### src/rtl/melody_player_if.sv
// Control/playback bundle between the sequencer control logic and the melody player.
interface melody_player_if #(
  parameter int unsigned NOTE_W = 2,
  parameter int unsigned ADDR_W = 3
) ();
  logic              start;
  logic              stop;
  logic              loop_en;
  logic [NOTE_W-1:0] note;
  logic              note_valid;
  logic              busy;
  logic [ADDR_W-1:0] addr_out;
  logic              done;

  modport master (
    output start, stop, loop_en,
    input  note, note_valid, busy, addr_out, done
  );

  modport slave (
    input  start, stop, loop_en,
    output note, note_valid, busy, addr_out, done
  );
endinterface

### src/rtl/melody_player.sv
// Steps through a DEPTH-entry {dur, note} table, holding each note for dur beats.
// Table image comes from INIT_TABLE (entry 0 in the LSBs) unless USE_DEFAULT selects the built-in tune.
module melody_player #(
  parameter int unsigned NOTE_W         = 2,
  parameter int unsigned DUR_W          = 2,
  parameter int unsigned DEPTH          = 7,
  parameter int unsigned ADDR_W         = 3,
  parameter int unsigned TICKS_PER_BEAT = 25000000,
  parameter bit          USE_DEFAULT    = 1'b1,
  parameter logic [DEPTH*(NOTE_W+DUR_W)-1:0] INIT_TABLE = '0
) (
  input logic            clk,
  input logic            reset,
  melody_player_if.slave bus
);
  localparam int unsigned WORD_W = NOTE_W + DUR_W;
  localparam int unsigned TICK_W = (TICKS_PER_BEAT > 1) ? $clog2(TICKS_PER_BEAT) : 1;
  localparam logic [TICK_W-1:0] TICK_LAST = TICK_W'(TICKS_PER_BEAT - 1);
  localparam logic [ADDR_W-1:0] ADDR_LAST = ADDR_W'(DEPTH - 1);

  // Built-in tune 3,2,1,2,3,3,3 with beats 1,1,1,1,1,1,2, repeated if DEPTH > 7.
  function automatic logic [DEPTH*WORD_W-1:0] build_table();
    logic [DEPTH*WORD_W-1:0] t;
    logic [NOTE_W-1:0]       n;
    logic [DUR_W-1:0]        d;
    t = '0;
    for (int i = 0; i < int'(DEPTH); i++) begin
      case (i % 7)
        1, 3:    n = NOTE_W'(2);
        2:       n = NOTE_W'(1);
        default: n = NOTE_W'(3);
      endcase
      d = ((i % 7) == 6) ? DUR_W'(2) : DUR_W'(1);
      t[i*WORD_W +: WORD_W] = {d, n};
    end
    return t;
  endfunction

  localparam logic [DEPTH*WORD_W-1:0] TABLE = USE_DEFAULT ? build_table() : INIT_TABLE;

  typedef enum logic [1:0] {IDLE, FETCH, PLAY} state_t;

  state_t            state;
  logic [TICK_W-1:0] tick;
  logic [DUR_W-1:0]  beat;
  logic [WORD_W-1:0] rd_word_c;
  logic [NOTE_W-1:0] rd_note_c;
  logic [DUR_W-1:0]  rd_dur_c;

  // Table lookup; only the DEPTH real entries are decoded.
  always_comb begin
    rd_word_c = '0;
    for (int i = 0; i < int'(DEPTH); i++) begin
      if (bus.addr_out == ADDR_W'(i)) rd_word_c = TABLE[i*WORD_W +: WORD_W];
    end
  end

  assign rd_note_c = rd_word_c[NOTE_W-1:0];
  assign rd_dur_c  = rd_word_c[WORD_W-1:NOTE_W];

  always_ff @(posedge clk) begin
    if (reset) begin
      state          <= IDLE;
      tick           <= '0;
      beat           <= '0;
      bus.note       <= '0;
      bus.note_valid <= 1'b0;
      bus.busy       <= 1'b0;
      bus.addr_out   <= '0;
      bus.done       <= 1'b0;
    end else begin
      bus.done <= 1'b0;
      case (state)
        IDLE: begin
          if (bus.start && !bus.stop) begin
            state        <= FETCH;
            bus.busy     <= 1'b1;
            bus.addr_out <= '0;
          end
        end
        FETCH: begin
          if (bus.stop) begin
            state          <= IDLE;
            tick           <= '0;
            beat           <= '0;
            bus.note_valid <= 1'b0;
            bus.busy       <= 1'b0;
            bus.addr_out   <= '0;
          end else begin
            state          <= PLAY;
            bus.note       <= rd_note_c;
            beat           <= (rd_dur_c == '0) ? DUR_W'(1) : rd_dur_c;
            tick           <= '0;
            bus.note_valid <= 1'b1;
          end
        end
        PLAY: begin
          if (bus.stop) begin
            state          <= IDLE;
            tick           <= '0;
            beat           <= '0;
            bus.note_valid <= 1'b0;
            bus.busy       <= 1'b0;
            bus.addr_out   <= '0;
          end else if (tick == TICK_LAST) begin
            tick <= '0;
            if (beat == DUR_W'(1)) begin
              // Last tick of the last beat: advance, wrap, or finish.
              bus.note_valid <= 1'b0;
              if (bus.addr_out < ADDR_LAST) begin
                bus.addr_out <= bus.addr_out + ADDR_W'(1);
                state        <= FETCH;
              end else if (bus.loop_en) begin
                bus.addr_out <= '0;
                state        <= FETCH;
              end else begin
                bus.addr_out <= '0;
                bus.busy     <= 1'b0;
                bus.done     <= 1'b1;
                state        <= IDLE;
              end
            end else begin
              beat <= beat - DUR_W'(1);
            end
          end else begin
            tick <= tick + TICK_W'(1);
          end
        end
        default: state <= IDLE;
      endcase
    end
  end
endmodule

### src/flat_wrapper.sv
// flat-port wrapper written by rule: the top's interface ports become plain ports
module melody_player_flat 
#(
  parameter int unsigned NOTE_W         = 2,
  parameter int unsigned DUR_W          = 2,
  parameter int unsigned DEPTH          = 7,
  parameter int unsigned ADDR_W         = 3,
  parameter int unsigned TICKS_PER_BEAT = 25000000,
  parameter bit          USE_DEFAULT    = 1'b1,
  parameter logic [DEPTH*(NOTE_W+DUR_W)-1:0] INIT_TABLE = '0
)
  (clk, reset, bus_start, bus_stop, bus_loop_en, bus_note, bus_note_valid, bus_busy, bus_addr_out, bus_done);
  melody_player_if #(.NOTE_W(NOTE_W), .ADDR_W(ADDR_W)) bus_i ();
  input logic clk;
  input logic reset;
  input wire logic [$bits(bus_i.start)-1:0] bus_start;
  input wire logic [$bits(bus_i.stop)-1:0] bus_stop;
  input wire logic [$bits(bus_i.loop_en)-1:0] bus_loop_en;
  output wire logic [$bits(bus_i.note)-1:0] bus_note;
  output wire logic [$bits(bus_i.note_valid)-1:0] bus_note_valid;
  output wire logic [$bits(bus_i.busy)-1:0] bus_busy;
  output wire logic [$bits(bus_i.addr_out)-1:0] bus_addr_out;
  output wire logic [$bits(bus_i.done)-1:0] bus_done;
  assign bus_i.start = bus_start;
  assign bus_i.stop = bus_stop;
  assign bus_i.loop_en = bus_loop_en;
  assign bus_note = bus_i.note;
  assign bus_note_valid = bus_i.note_valid;
  assign bus_busy = bus_i.busy;
  assign bus_addr_out = bus_i.addr_out;
  assign bus_done = bus_i.done;
  melody_player #(.NOTE_W(NOTE_W), .DUR_W(DUR_W), .DEPTH(DEPTH), .ADDR_W(ADDR_W), .TICKS_PER_BEAT(TICKS_PER_BEAT), .USE_DEFAULT(USE_DEFAULT), .INIT_TABLE(INIT_TABLE)) u_core (.clk(clk), .reset(reset), .bus(bus_i));
endmodule
### config.mk
export PLATFORM = sky130hd
export DESIGN_NAME = melody_player_flat
export DESIGN_NICKNAME = d
export VERILOG_FILES = /design/src/rtl/melody_player_if.sv /design/src/rtl/melody_player.sv /design/src/flat_wrapper.sv
export SDC_FILE = /design/constraint.sdc
export NUM_CORES = 1
export LEC_CHECK = 0
export BUFFER_PORTS_ARGS = -buffer_cell sky130_fd_sc_hd__buf_2
export CORE_UTILIZATION = 30
export CTS_CLUSTER_DIAMETER = 80
export DETAILED_ROUTE_END_ITERATION = 10
export PLACE_DENSITY = 0.44
export SKIP_LAST_GASP = 1
export SYNTH_ARGS = -nofsm -noshare
export SYNTH_HDL_FRONTEND = slang
export SYNTH_SLANG_ARGS = --single-unit
### constraint.sdc
create_clock -name clk -period 2.55 [get_ports clk]
set_input_delay 0.51 -clock clk [delete_from_list [all_inputs] [get_ports clk]]
set_output_delay 0.51 -clock clk [all_outputs]
set_load 0.02 [all_outputs]
==> impl_metrics.json, run 1 <==
{
  "register_area_um2": 740.7,
  "grt_usage": 0.1276,
  "ys_seq_area_frac": 0.3740,
  "cp_max_fo": 8,
  "p_total_mw": 1.461,
  "cts_made_buffers": 5,
  "gp_congestion": 0.7109,
  "min_to": "u_core.bus.note[0]",
  "endpoint_kind": "flip-flop",
  "period_minus_slack_ns": 2.159,
  "postCtsSetupRepairBufs": 0,
  "grt_pass1_vias": 1468,
  "power_switching_mw": 0.4629,
  "hold_path_depth": 2,
  "first_pass_iters": 4,
  "clock-sinks": 37,
  "die_w_um": 83.26,
  "synth.net_count": 236,
  "critical_path_required_ns": 2.73,
  "via_per_inst": 4.950,
  "area_growth_pct": 13.46,
  "worst_slack_ns": 0.3912,
  "reg2regPathDepth": 5,
  "timing.rr.end": "u_core.bus.addr_out[0]",
  "yosysWarnings": 0,
  "switching_share": 0.3169,
  "syn_inst": 222,
  "rrSetupSlack_ns": 0.39,
  "cts_buffer_depth": 2,
  "p_leak_nw": 0.8094,
  "antenna_found_initial": 0,
  "clk_latency_ns": 0.29,
  "hp-start": "u_core.bus.note[0]",
  "final_nets": 254,
  "p_int_mw": 0.9977,
  "async_flop_share": 0,
  "p_clk_frac": 0.288,
  "hp-class": "reg2reg",
  "initial_utilization": 0.3119,
  "grt_pass1_wl_mm": 7.058,
  "grt_max_degree": 26,
  "clkTransAtPathRegs_ns": 0.07,
  "row_count": 29,
  "final_hold_viol_count": 0,
  "drcViolationCount": 0,
  "design.core.area_mm2": 0.006350,
  "synth_edf_count": 0,
  "place_ws_ns": 0.3982,
  "synth_top_area_frac": 0.3740,
  "power-per-cell-area_mw_per_mm2": 650.0,
  "startpoint": "u_core.tick[17]",
  "cts_resized": 0,
  "drv_slew": 0,
  "crit_chain": "or4b_1 > or3_4 > o21ai_4 > nand2_1 > mux2_1",
  "ir_drop_uv": 254.1,
  "dieArea_mm2": 0.006931,
  "cts_hold_buf": 0,
  "finalSetupViolations": 0,
  "grt_overflow_total": 0,
  "hpwl_mm": 2.977,
  "fp.dieH_um": 83.26,
  "crit_type": "reg2reg",
  "start_kind": "flip-flop",
  "cp.depth": 5,
  "drv_cap": 0,
  "combPwrFrac": 0.264,
  "root_buffer": "clkbuf_8",
  "fin_skew_ns": 0.008810,
  "ant_nets": 0,
  "n_antenna_cell": 0,
  "multi_input_area_mm2": 0.001180,
  "cpPeakStageDelay_ns": 0.56,
  "max_freq_ghz": 0.4632,
  "pwr-share-seq": 0.448,
  "syn_area_mm2": 0.001981,
  "wirelength_mm": 4.197,
  "path_buf_inv": 0,
  "slew_headroom": 0.7008,
  "layout-drive-gt1-share": 0.1500,
  "syn_area_per_cell_um2": 8.922,
  "first_iter_violations": 37,
  "cts_tree": "done",
  "fill_cells": 670,
  "synth_seq_cells": 37,
  "rsz0062_at_grt": "no",
  "worstMarginPinSlew_ns": 0.4471,
  "synthTopCellsByArea": "dfxtp_1 (37%), xor2_1 (7.5%), nor2_1 (6.8%)",
  "crit_arrival_ns": 2.34,
  "port_buffers": 12,
  "synth_top_flop_cell": "dfxtp_1",
  "yosysTopAreaCell": "dfxtp_1",
  "setup-tns-final_ns": 0,
  "fin_crit_sh": 0.8466,
  "ios": 13,
  "regToRegStartpoint": "u_core.tick[17]",
  "crit_family": "simple AND/OR/NAND/NOR gates",
  "avgRoutedWirePerCell_um": 13.24,
  "route.vias.total": 1569,
  "cpMaxStageDelayCell": "or4b_1",
  "htree_num_levels": 2,
  "status": "finished, final reports clean",
  "synth_cell_types": 51
}
## placed cells by master (no fill, tap or decap), drive strengths merged, types with 3 or more instances in the layout
| master | n |
|---|---|
| ha | 9 |
| nand2b | 7 |
| a21oi | 4 |
| xor2 | 17 |
| buf | 18 |
| dfxtp | 37 |
| nor2 | 36 |
| nor4 | 3 |
| xnor2 | 5 |
| nor2b | 5 |
| and3 | 3 |
| mux2 | 3 |
| nor3 | 8 |
| nand2 | 13 |
| nand4 | 12 |
| inv | 7 |
| o21ai | 5 |
| clkbuf | 7 |
| a211o | 4 |
| nand3 | 8 |
| o41ai | 3 |
## power by group through the flow
stage               Sequential (mW)  Combinational [mW]  Clock (mW)
floorplan                     0.690               0.257           0
global placement              0.669               0.398           0
detailed placement            0.667               0.396           0
CTS                           0.655               0.396       0.439
global route                  0.661               0.429       0.460
finish                        0.655               0.386       0.420
## worst max path at each step
stage               slack, ns                endpoint
floorplan                0.55  u_core.bus.addr_out[0]
global placement         0.42         u_core.bus.busy
detailed placement       0.40         u_core.bus.busy
CTS                      0.39         u_core.bus.busy
global route             0.22  u_core.bus.addr_out[0]
finish                   0.39  u_core.bus.addr_out[0]
## Yosys cell counts, types with 2 or more instances
library cell and count:
buf_1 2, ha_1 9, xnor2_1 5, a21oi_1 4, xor2_1 17, mux2_1 3
nand2b_1 7, o21ai_0 2, nor2b_1 5, nor2_1 36, o41ai_2 2, nor3_1 7
nor4_2 2, o21ai_1 2, nand3_1 8, nand4_1 11, clkbuf_1 3, inv_1 7
buf_4 2, dfxtp_1 37, nand4b_1 2, nand2_1 13, a211o_1 4, and3_1 3
a31oi_1 2, nand3b_1 2
## cell type report
| type | instances | area share |
|---|---|---|
| Clock buffer | 7 | 0.03842 |
| Multi-Input combinational cell | 171 | 0.5251 |
| Sequential cell | 37 | 0.3296 |
| Inverter | 7 | 0.01169 |
| Tap cell | 77 | 0.04287 |
| Timing Repair Buffer | 18 | 0.05234 |
## metal layers
layer	part of all wire	up-vias	GRT usage	wire, µm
li1	-	816	-	-
met4	0.017	0	0.05643	70
met1	0.49	729	0.1638	2036
met5	0	-	0	0
met2	0.47	17	0.2012	1980
met3	0.026	7	0.03280	110
## sequential cells by signal, summed over array words and instances (netlist names)
register               count
u_core.state               2
u_core.bus.busy            1
u_core.bus.note            2
u_core.tick               25
u_core.beat                2
u_core.bus.addr_out        3
u_core.bus.note_valid      1
u_core.bus.done            1
## cells by family (layout without fill, tap and decap cells)
kind of cell	Yosys count	after routing	share of synthesized area
multiplexers	4	4	0.02211
buffers and inverters	14	32	0.03032
flip-flops	37	37	0.3740
AND/OR/NAND/NOR	110	110	0.3121
XOR/XNOR	22	22	0.09728
AO/OA/AOI/OAI	26	26	0.1074
adder cells (fa/ha/maj)	9	9	0.05686
## worst min-delay path, stage by stage (launching register included)
cell and delay [ns]:
dfxtp_1 0.31, nand2b_1 0.06, a21oi_1 0.05
## metrics by stage
| step | hold WS [ns] | cells | utilization | instance area, µm² |
|---|---|---|---|---|
| detailed placement | 0.4607 | 310 | 0.3403 | 2161 |
| finish | 0.4694 | 317 | 0.3539 | 2247 |
| CTS | 0.4735 | 317 | 0.3539 | 2247 |
| floorplan | 0.4692 | 222 | - | 1981 |
| global placement | 0.4600 | 310 | 0.3403 | 2161 |
| global route | 0.4948 | 317 | 0.3539 | 2247 |
Power figures use the tool's default switching activity.
==> inputs of run 2 (changes only) <==
--- a/config.mk
+++ b/config.mk
@@ -5,11 +5,12 @@
 export SDC_FILE = /design/constraint.sdc
 export NUM_CORES = 1
 export LEC_CHECK = 0
+export ABC_AREA = 1
 export BUFFER_PORTS_ARGS = -buffer_cell sky130_fd_sc_hd__buf_2
 export CORE_UTILIZATION = 30
 export CTS_CLUSTER_DIAMETER = 80
 export DETAILED_ROUTE_END_ITERATION = 10
-export PLACE_DENSITY = 0.44
+export PLACE_DENSITY = 0.46
 export SKIP_LAST_GASP = 1
 export SYNTH_ARGS = -nofsm -noshare
 export SYNTH_HDL_FRONTEND = slang
==> constraint.sdc (replaced) <==
create_clock -name clk -period 1.84 [get_ports clk]
set_input_delay 0.368 -clock clk [delete_from_list [all_inputs] [get_ports clk]]
set_output_delay 0.368 -clock clk [all_outputs]
set_load 0.02 [all_outputs]
==> run 2 against run 1 <==
  * Worst hold slack got worse by 0.18 ns
  * Setup slack got worse by 0.27 ns
  * Sequential power is 37% higher
  * Critical path depth up 6
  * Utilization grew 1.1 points
  * Cell count rose by 41%
  * Critical path type unchanged
  * Sequential share of layout area down 3.7 points
  * Clock skew decreased by 0.0057 ns
  * Non-clock buffer count rose by 4
==> impl_metrics.json, run 2 <==
{
  "synthTopCellsByArea": "dfxtp_1 (34%), nand2_1 (13%), inv_1 (8.0%)",
  "antenna_found_initial": 0,
  "initial_utilization": 0.3157,
  "slew_headroom": 0.6838,
  "syn_inst": 327,
  "async_flop_share": 0,
  "synth_top_area_frac": 0.3379,
  "clk_latency_ns": 0.29,
  "die_w_um": 87.48,
  "path_buf_inv": 1,
  "n_antenna_cell": 0,
  "clkTransAtPathRegs_ns": 0.07,
  "drv_cap": 0,
  "startpoint": "u_core.state[1]",
  "ys_seq_area_frac": 0.3379,
  "crit_chain": "inv_1 > ha_4 > nand2_2 > nor2_4 > nand3_2 > nor2_4 > nand2_2 > nor2_2 > nand3_1 > nand2_1 > nor2_1",
  "grt_pass1_wl_mm": 8.418,
  "max_freq_ghz": 0.5810,
  "placed_cell_area_mm2": 0.002392,
  "drv_slew": 0,
  "start_kind": "flip-flop",
  "design_area_mm2": 0.002532,
  "wirelength_mm": 4.941,
  "synthMostInstantiatedCell": "nand2_1",
  "fin_skew_ns": 0.003155,
  "crit_type": "reg2reg",
  "crit_arrival_ns": 1.90,
  "via_per_inst": 4.448,
  "p_leak_nw": 1.015,
  "ir_drop_uv": 278.0,
  "port_buffers": 12,
  "syn_area_mm2": 0.002192,
  "yosysTopAreaCell": "dfxtp_1",
  "grt_overflow_total": 0,
  "first_iter_violations": 118,
  "dieArea_mm2": 0.007653,
  "synth_seq_cells": 37,
  "synth_edf_count": 0,
  "synth_cell_types": 33,
  "layout-drive-gt1-share": 0.1714,
  "syn_area_per_cell_um2": 6.704,
  "ant_nets": 0,
  "cts_tree": "done",
  "hp-start": "reset",
  "cpPeakStageDelay_ns": 0.32,
  "root_buffer": "clkbuf_8",
  "cts_made_buffers": 5,
  "cts_buffer_depth": 2,
  "gp_congestion": 0.8079,
  "regMostFlops": "u_core.tick",
  "grt_pass1_vias": 1822,
  "htree_num_levels": 2,
  "period_minus_slack_ns": 1.721,
  "synth_common_cells": "nand2_1 (73), inv_1 (47), nor2_1 (45)",
  "cpMaxStageDelayCell": "dfxtp_1",
  "final_nets": 364,
  "avgRoutedWirePerCell_um": 11.08,
  "grt_usage": 0.1429,
  "hp-class": "in2reg",
  "final_common_cell": "nand2_1",
  "design.core.area_mm2": 0.006944,
  "power-per-cell-area_mw_per_mm2": 766.3,
  "yosysWarnings": 0,
  "regToRegStartpoint": "u_core.state[1]",
  "critical_path_required_ns": 2.02,
  "cp_max_fo": 5,
  "reg_top3": "u_core.tick (25), u_core.bus.addr_out (3)",
  "fp.dieH_um": 87.48,
  "finalSetupViolations": 0,
  "grt_max_degree": 24,
  "drcViolationCount": 0,
  "first_pass_iters": 4,
  "synth.net_count": 341,
  "dp.cells": 438,
  "area_growth_pct": 15.53,
  "largest_register_ff_count": 25,
  "final_cells": 446,
  "synth_top_flop_cell": "dfxtp_1",
  "ios": 13,
  "crit_family": "simple AND/OR/NAND/NOR gates",
  "route.vias.total": 1984,
  "clock-sinks": 37,
  "final_cell_mix": "nand2_1 (71), inv_1 (47), nor2_1 (43)",
  "status": "finished, final reports clean",
  "hpwl_mm": 3.704,
  "worstMarginPinSlew_ns": 0.4707,
  "fin_crit_sh": 0.9354,
  "row_count": 30,
  "endpoint_kind": "flip-flop",
  "final_hold_viol_count": 0
}
[run 2: changes by cell type after synthesis, moves of 4 or more]
cell | previous run | this run
nor2_1 | 36 | 45
nor2_4 | 0 | 4
a21oi_1 | 4 | 19
inv_1 | 7 | 47
a211o_1 | 4 | 0
xnor2_1 | 5 | 1
nand3_1 | 8 | 22
nand2b_1 | 7 | 0
xor2_1 | 17 | 2
o21ai_0 | 2 | 9
nor2b_1 | 5 | 0
nand2_1 | 13 | 73
nor2_2 | 0 | 5
nand2_2 | 0 | 5
[run 2: logic make-up (layout without fill, tap and decap cells)]
group	Yosys count	after routing	synth area share
AND/OR/NAND/NOR	186	186	0.4035
flip-flops	37	37	0.3379
buffers and inverters	56	79	0.1073
AO/OA/AOI/OAI	36	36	0.08789
adder cells (fa/ha/maj)	9	9	0.05137
XOR/XNOR	3	3	0.01199
[run 2: path summary, 6_finish.rpt]
path / to / slack [ns] / cells past startpoint
setup reg to reg: u_core.tick[23] / 0.12 / 11
setup / recovery: u_core.tick[23] / 0.12 / 11
hold / removal: u_core.state[1] / 0.29 / 2
hold reg to reg: u_core.bus.note_valid / 0.48 / 2
[run 2: power by group]
| group | leakage, nW | switching [mW] | internal [mW] |
|---|---|---|---|
| sequential | 0.300 | 0.0458 | 0.854 |
| clock | 0.0443 | 0.285 | 0.297 |
| combinational | 0.670 | 0.283 | 0.175 |
| total | 1.01 | 0.614 | 1.33 |
[run 2: what timing repair did]
action | 4_1_cts | 5_1_grt
hold buffers | 0 | 0
gates resized for setup | 0 | 10
endpoints found under the setup margin | 0 | 10
setup buffers | 0 | 1
[run 2: area by class of cell]
| type | instances | area, µm² |
|---|---|---|
| repair buffers | 22 | 138.9 |
| well taps | 96 | 120.1 |
| inverters | 50 | 187.7 |
| clock buffers | 7 | 86.33 |
| fillers | 739 | 4412 |
| multi-input cells | 234 | 1259 |
| flip-flops and latches | 37 | 740.7 |
[run 2: per-stage QoR]
stage	worst slack, ns	power, mW	util	hold slack [ns]	TNS [ns]
after floorplan	0.1829	1.254	-	0.4371	0
after global placement	0.08193	1.364	0.3445	0.4629	0
after detailed placement	0.03644	1.367	0.3445	0.4699	0
after CTS	0.03116	1.958	0.3569	0.2967	0
after global routing	-0.01030	2.071	0.3647	0.3005	-0.01030
final	0.1188	1.941	0.3647	0.2910	0
[run 2: layer usage]
layer  global-route usage  part of all wire
met1               0.2044              0.54
met2               0.2074              0.41
met3              0.02844             0.027
met4              0.05812             0.018
met5                    0                 0
==> inputs of run 3 (changes only) <==
--- a/config.mk
+++ b/config.mk
@@ -10,7 +10,7 @@
 export CORE_UTILIZATION = 30
 export CTS_CLUSTER_DIAMETER = 80
 export DETAILED_ROUTE_END_ITERATION = 10
-export PLACE_DENSITY = 0.46
+export PLACE_DENSITY = 0.58
 export SKIP_LAST_GASP = 1
 export SYNTH_ARGS = -nofsm -noshare
 export SYNTH_HDL_FRONTEND = slang
==> run 3 against run 2 <==
  * Clock power grew 9.9%
  * Register-to-register slack barely moved
  * Setup slack better by 0.013 ns
  * Maximum frequency rose by 0.77%
  * Cell area fell by 0.79%
  * Critical path type unchanged
  * Largest power group unchanged
==> impl_metrics.json, run 3 (synthesis gave the netlist of run 2 again) <==
{
  "status": "finished, final reports clean",
  "rsz0062_at_grt": "yes",
  "final_hold_viol_count": 0,
  "crit_arrival_ns": 1.89,
  "die_w_um": 87.48,
  "wirelength_mm": 4.676,
  "initial_utilization": 0.3157,
  "reg_top3": "u_core.tick (25), u_core.bus.addr_out (3)",
  "drv_slew": 0,
  "ant_nets": 0,
  "fin_skew_ns": 0.004151,
  "dr_wl_met2_mm": 2.002,
  "largest_register_ff_count": 25,
  "p_leak_nw": 1.013,
  "finalSetupViolations": 0,
  "final_nets": 362,
  "first_iter_violations": 77,
  "dieArea_mm2": 0.007653,
  "final_cell_mix": "nand2_1 (73), inv_1 (47), nor2_1 (43)",
  "clkTransAtPathRegs_ns": 0.08,
  "first_pass_iters": 4,
  "design_area_mm2": 0.002512,
  "via_per_inst": 4.546,
  "drv_cap": 0,
  "grt_max_degree": 24,
  "period_minus_slack_ns": 1.708,
  "htree_num_levels": 2,
  "layout-drive-gt1-share": 0.1662,
  "dp.cells": 437,
  "hp-class": "in2reg",
  "avgRoutedWirePerCell_um": 10.51,
  "design.core.area_mm2": 0.006944,
  "final_common_cell": "nand2_1",
  "grt_pass1_wl_mm": 7.962,
  "cts_hold_buf": 0,
  "start_kind": "flip-flop",
  "met1Wirelength_mm": 2.484,
  "cts_made_buffers": 5,
  "final_cells": 445,
  "grt_pass1_vias": 1765,
  "power-per-cell-area_mw_per_mm2": 793.1,
  "crit_type": "reg2reg",
  "fin_crit_sh": 0.9283,
  "root_buffer": "clkbuf_8",
  "place_ws_ns": 0.007200,
  "gp_congestion": 0.8249,
  "worst_slack_ns": 0.1320,
  "ir_drop_uv": 322.6,
  "grt_overflow_total": 0,
  "max_freq_ghz": 0.5855,
  "fp.dieH_um": 87.48,
  "row_count": 30,
  "dr_wl_met3_um": 149,
  "cp_max_fo": 5,
  "cts_buffer_depth": 2,
  "clock-sinks": 37,
  "ios": 13,
  "grt_usage": 0.1330,
  "slew_headroom": 0.7285,
  "p_total_mw": 1.992,
  "area_growth_pct": 14.61,
  "antenna_found_initial": 0,
  "critical_path_required_ns": 2.02,
  "drcViolationCount": 0,
  "placed_cell_area_mm2": 0.002385,
  "route.vias.total": 2023,
  "worstMarginPinSlew_ns": 0.4042,
  "cts_tree": "done",
  "clk_latency_ns": 0.29,
  "hpwl_mm": 3.464,
  "port_buffers": 12,
  "top_layer": "met4",
  "endpoint_kind": "flip-flop",
  "regMostFlops": "u_core.tick",
  "n_antenna_cell": 0
}
-- run 3: final timing paths --
kind | from | endpoint | slack (ns) | cells past startpoint
min reg2reg | u_core.bus.note_valid | u_core.bus.note_valid | 0.48 | 2
max reg2reg | u_core.state[0] | u_core.tick[21] | 0.13 | 11
max | u_core.state[0] | u_core.tick[21] | 0.13 | 11
min | reset | u_core.state[1] | 0.31 | 2
-- run 3: critical path: stages (launching register included) --
cell and delay (ns):
dfxtp_1 0.33, inv_1 0.08, ha_4 0.29, nand2_1 0.09, nor2_2 0.13, nand3_2 0.11
nor2_4 0.15, nand2_1 0.12, nor2_2 0.11, nand3_1 0.07, nand2_1 0.06, nor2_1 0.04
-- run 3: routing by layer --
| metal | vias to the layer above | track usage |
|---|---|---|
| met5 | - | 0 |
| met1 | 907 | 0.1841 |
| met4 | 0 | 0.04918 |
| met3 | 4 | 0.03412 |
| met2 | 33 | 0.1974 |
| li1 | 1079 | - |
-- run 3: per-stage QoR --
step	hold WS, ns	util	setup TNS, ns
floorplan	0.4371	-	0
global placement	0.4634	0.3434	0
detailed placement	0.4690	0.3434	0
CTS	0.2926	0.3591	0
global route	0.3162	0.3618	-0.1458
finish	0.3094	0.3618	0
-- run 3: cell type report --
cell class | count | area [µm²]
fillers | 743 | 4432
multi-input cells | 234 | 1239
inverters | 50 | 187.7
repair buffers | 20 | 123.9
well taps | 96 | 120.1
flip-flops and latches | 37 | 740.7
clock buffers | 7 | 96.34
clock inverters | 1 | 5.005
-- run 3: power by group --
group / switching, mW / internal (mW) / leakage [nW]
clock network: 0.302 / 0.339 / 0.0542
registers: 0.0389 / 0.854 / 0.300
logic: 0.285 / 0.173 / 0.658
-- run 3: repair_timing --
action	in CTS	in global routing
setup buffers	0	0
endpoints found under the setup margin	1	15
gates resized for setup	2	3
pin swaps	1	1
